--- src/rtl/instr_fetch_unit.sv ---
// Instruction fetch stage: owns the PC, issues fetches to a 1-cycle synchronous
// instruction memory and buffers returned words in a prefetch FIFO for decode.
module instr_fetch_unit #(
  parameter int IW = 30,
  parameter int AW = 32,
  parameter int DEPTH = 4,
  parameter int PC_STEP = 1,
  parameter logic [AW-1:0] RESET_PC = '0
) (
  input  logic                     clk,
  input  logic                     rst,
  output logic                     imem_req,
  output logic [AW-1:0]            imem_addr,
  input  logic [IW-1:0]            imem_data,
  input  logic                     redirect,
  input  logic [AW-1:0]            redirect_pc,
  output logic [IW-1:0]            instr,
  output logic [AW-1:0]            instr_pc,
  output logic                     instr_valid,
  input  logic                     instr_ready,
  output logic [$clog2(DEPTH):0]   fifo_count
);

  localparam int PW = $clog2(DEPTH);
  localparam int CW = PW + 1;

  logic [AW-1:0] fetch_pc;
  logic [AW-1:0] inflight_pc;
  logic          inflight;
  logic [IW-1:0] instr_mem [DEPTH];
  logic [AW-1:0] pc_mem [DEPTH];
  logic [PW-1:0] rd_ptr;
  logic [PW-1:0] wr_ptr;
  logic [CW-1:0] count;
  logic [CW-1:0] credit;
  logic          pop;
  logic          push;

  // Decode handshake: an entry transfers on any cycle where instr_valid and
  // instr_ready are both high; instr_valid never depends on instr_ready.
  assign pop    = instr_valid && instr_ready;
  assign push   = inflight && !redirect;
  // Slots that would be occupied after this cycle if no new fetch were issued.
  assign credit = count + CW'(inflight) - CW'(pop);

  assign imem_req  = !rst && !redirect && (credit < CW'(DEPTH));
  assign imem_addr = fetch_pc;

  always_ff @(posedge clk) begin
    if (rst) begin
      fetch_pc    <= RESET_PC;
      inflight    <= 1'b0;
      inflight_pc <= '0;
      rd_ptr      <= '0;
      wr_ptr      <= '0;
      count       <= '0;
    end else if (redirect) begin
      // Head handshake this cycle is consumed; everything else is dropped.
      fetch_pc <= redirect_pc;
      inflight <= 1'b0;
      rd_ptr   <= '0;
      wr_ptr   <= '0;
      count    <= '0;
    end else begin
      inflight <= imem_req;
      if (imem_req) begin
        inflight_pc <= fetch_pc;
        fetch_pc    <= fetch_pc + AW'(PC_STEP);
      end
      if (push) wr_ptr <= wr_ptr + PW'(1);
      if (pop)  rd_ptr <= rd_ptr + PW'(1);
      count <= count + CW'(push) - CW'(pop);
    end
  end

  always_ff @(posedge clk) begin
    if (push && !rst) begin
      instr_mem[wr_ptr] <= imem_data;
      pc_mem[wr_ptr]    <= inflight_pc;
    end
  end

  assign instr_valid = (count != '0);
  assign instr       = instr_valid ? instr_mem[rd_ptr] : '0;
  assign instr_pc    = instr_valid ? pc_mem[rd_ptr] : '0;
  assign fifo_count  = count;

endmodule

--- config.mk ---
export PLATFORM = sky130hd
export DESIGN_NAME = instr_fetch_unit
export DESIGN_NICKNAME = d
export VERILOG_FILES = /design/src/rtl/instr_fetch_unit.sv
export SDC_FILE = /design/constraint.sdc
export NUM_CORES = 1
export LEC_CHECK = 0
export BUFFER_PORTS_ARGS = -buffer_cell sky130_fd_sc_hd__buf_4
export CORE_ASPECT_RATIO = 1.2
export CORE_UTILIZATION = 52
export DETAILED_ROUTE_END_ITERATION = 7
export GPL_TIMING_DRIVEN = 0
export PLACE_DENSITY_LB_ADDON = 0.15
export RECOVER_POWER = 100
export SYNTH_ARGS = -nofsm -noshare
export SYNTH_HDL_FRONTEND = slang
export SYNTH_SLANG_ARGS = --single-unit
--- constraint.sdc ---
create_clock -name clk -period 2.8 [get_ports clk]
set_input_delay 0.56 -clock clk [delete_from_list [all_inputs] [get_ports clk]]
set_output_delay 0.56 -clock clk [all_outputs]
set_load 0.02 [all_outputs]
==> impl_metrics.py <==
metrics = {
    "yosys": {
        "synth-compound-area-share_pct": 6.44,
        "ys_seq_area_share_pct": 68.6,
        "netlist_instances": 811,
        "yosys_warnings": 0,
        "synth_xor_area_share_pct": 2.35,
        "synthSimpleGateAreaFrac_pct": 8.80,
        "synth_fa_ha_area_share_pct": 0.826,
        "async_flop_share_pct": 0,
        "ys.flop_type": "edfxtp_1",
        "ys_ff_latch": 322,
        "netlist.area_leader.share_pct": 57.2,
        "synth_top_family_by_area": "multiplexers",
        "yosysTopAreaCell": "edfxtp_1",
        "avgSynthCellArea_sq_um": 16.1,
        "syn_area_sq_um": 13000,
        "ys_types": 46,
        "synthTopCellsByArea": "edfxtp_1 57%, dfxtp_1 11%, mux4_2 11%, and2_1 3.1%, xnor2_1 2.1%",
        "synth_mux_area_share_pct": 11.0,
        "synth_edf_count": 248,
        "syn-num-nets": 885,
    },
    "critical_path": {
        "r2r-start": "fifo_count[0]",
        "crit_type": "reg -> out",
        "reg2reg_depth": 12,
        "arrival_ps": 2520,
        "crit_required_ps": 2240,
        "crit_path_max_fanout": 3,
        "r2r_end": "imem_addr[5]",
        "start_kind": "register",
        "crit_path_end_kind": "primary output",
        "reg2reg_slack_ps": -160,
    },
    "detailed_routing": {
        "routed_via_density": 5.46,
        "dr_total_vias": 7464,
        "drt_iter0_markers": 423,
        "route.detailed.wl_per_inst_um": 20.0,
        "remaining_drc_errors": 0,
        "wirelength_um": 27400,
        "top_layer": "met4",
        "firstDrtPassIters": 7,
        "wl_met3_um": 1410,
        "ant_nets": 0,
        "wl_met1_um": 11500,
        "routed-wl-met2_um": 13900,
    },
    "placed_design": {
        "port_buffers": 162,
        "place_congestion": 0.818,
        "dp_cells": 1302,
        "dpl.hpwl_um": 18000,
        "place_ws_ps": -548,
    },
    "timing": {
        "clock.fmax_mhz": 325,
        "whs_ps": 259,
        "finalHoldViolCount": 0,
        "worstMarginPinSlew_ps": 869,
        "slew_violations": 0,
        "finalWorstSetupSlack_ps": -277,
        "post-route-min-period_ps": 3080,
        "rsz0062_at_grt": "yes",
        "fin_skew_ps": 13.0,
        "relSlewSlack_pct": 42.1,
        "post-route-period-util_pct": 110,
        "setup-violations-final": 10,
        "fin_setup_tns_ps": -1370,
    },
    "floorplan": {
        "dieArea_sq_um": 25700,
        "rows": 63,
        "initial_core_util_pct": 52.8,
        "core_area_sq_um": 24700,
        "die_h_um": 175,
        "die_x_um": 146,
        "ioPinCount": 165,
    },
    "hold_path": {
        "min_from": "redirect_pc[31]",
        "hold_depth": 3,
        "holdPathEnd": "imem_addr[31]",
        "hp-class": "in -> reg",
    },
    "run_status": {
        "outcome": "complete, but fails checks",
        "violations": "negative setup slack",
    },
    "clock_network": {
        "holdBufCountCts": 0,
        "clockBufferDepth": 3,
        "clk_latency_ps": 540,
        "cts.clk_slew.worst_paths_ps": 60,
        "cts-root-buf": "clkbuf_16",
        "cts-htree-levels": 1,
        "cts_sinks": 322,
        "cts_buffers": 31,
        "cts_tree": "built",
    },
    "final_layout": {
        "syn2layout_area_growth_pct": 20.5,
        "diodes": 0,
        "final_nets": 1091,
        "drive_gt1_share_pct": 27.0,
        "fin_cells": 1366,
    },
    "flow_run": {
        "drv_cap": 0,
    },
    "global_route": {
        "grt-ovfl-total": 0,
        "antenna_found_initial": 0,
        "grt_pass1_vias": 7615,
        "grt_pass1_wl_um": 42900,
        "grt_max_degree": 46,
        "grtUsageTotal_pct": 21.9,
    },
    "power_and_ir_drop": {
        "power.density_nw_per_um2": 657,
        "p_total_uw": 10300,
        "peakVddDrop_mv": 0.407,
        "leakagePower_uw": 0.00519,
    },
}
==> critical path: stages, from the launching register on <==
cell and delay (ps):
dfxtp_4 340, or3_4 400, nand2_4 70, or2_4 120
ha_4 190, a311o_1 400, a21oi_4 210, buf_8 130
buf_6 110
==> placed cells by master, fill, tap and decap left out, types with 6 or more instances in the layout <==
| master | instances |
|---|---|
| a2111oi_2 | 7 |
| buf_6 | 9 |
| clkbuf_2 | 10 |
| nand2b_1 | 31 |
| o21ai_1 | 35 |
| clkbuf_1 | 100 |
| xnor2_1 | 31 |
| nand3_1 | 10 |
| edfxtp_1 | 248 |
| and4_1 | 7 |
| ha_1 | 6 |
| nand4_1 | 8 |
| mux4_2 | 62 |
| inv_1 | 7 |
| nor2_1 | 31 |
| and2_1 | 64 |
| dfxtp_1 | 69 |
| a211oi_1 | 19 |
| o21bai_1 | 6 |
| buf_4 | 106 |
| a21oi_1 | 14 |
| nand2_1 | 47 |
| a211oi_2 | 11 |
| clkbuf_16 | 31 |
==> power breakdown <==
part	total (uW)	switching (uW)	internal, uW
registers	5340	104	5240
logic	757	447	310
clock network	4210	1680	2530
==> metal layers <==
metal  up-vias  GRT usage, %
li1       3509             -
met1      3696          29.4
met2       224          37.5
met3        35          2.96
met4         0          6.34
met5         -             0
==> kinds of logic after synthesis <==
logic type | count (synthesis)
AND/OR/NAND/NOR | 213
multiplexers | 66
AO/OA/AOI/OAI | 105
XOR/XNOR | 35
buffers and inverters | 62
flip-flops | 322
adder cells (fa/ha/maj) | 8
==> area by class of cell <==
cell class | instances | area, sq um
well taps | 325 | 407
clock inverters | 16 | 211
multi-input cells | 427 | 3910
plain buffers | 51 | 297
inverters | 8 | 30.0
flip-flops and latches | 322 | 8940
fillers | 1886 | 8980
clock buffers | 41 | 823
repair buffers | 176 | 1080
==> stage by stage <==
stage / instance area [sq um] / util [%]
3_5_place_dp: 14800 / 60.0
2_1_floorplan: 13000 / -
3_3_place_gp: 14700 / 59.5
4_1_cts: 16000 / 64.8
5_1_grt: 15700 / 63.6
6_report: 15700 / 63.6
==> registers in the layout, indices dropped and copies added (netlist names), named ones only <==
signal and flops:
pc_mem 128, inflight 1, wr_ptr 2, imem_addr 32
instr_mem 120, rd_ptr 2, fifo_count 3, inflight_pc 32
==> cell usage after synthesis (all sizes together) (2+ instances only) <==
cell and count:
edfxtp 248, dfxtp 74, and2 65, mux4 62, nand2 48, clkbuf 40, o21ai 36, a211oi 31
nand2b 31, nor2 31, xnor2 31, a21oi 15, buf 14, a2111oi 10, nand3 10, nand4 9
and3 7, and4 7, ha 7, inv 7, o21bai 6, xor2 4, mux2i 3, or2 2
==> how the worst max path moves through the flow <==
| stage | end | from | depth (start not counted) |
|---|---|---|---|
| 5_1_grt | imem_req | fifo_count[2] | 8 |
| 2_1_floorplan | imem_req | fifo_count[2] | 8 |
| 4_1_cts | imem_req | fifo_count[0] | 9 |
| 3_3_place_gp | imem_req | fifo_count[1] | 9 |
| 3_5_place_dp | imem_req | fifo_count[1] | 9 |
| 6_report | imem_req | fifo_count[0] | 8 |
==> repair_timing <==
action | in CTS | in global routing
buffers inserted | 7 | 3
cloned | 0 | 0
gates resized for setup | 38 | 12
endpoints found under the setup margin | 126 | 45
pin swaps | 4 | 6
No activity file was read; power rests on OpenSTA's default activity.
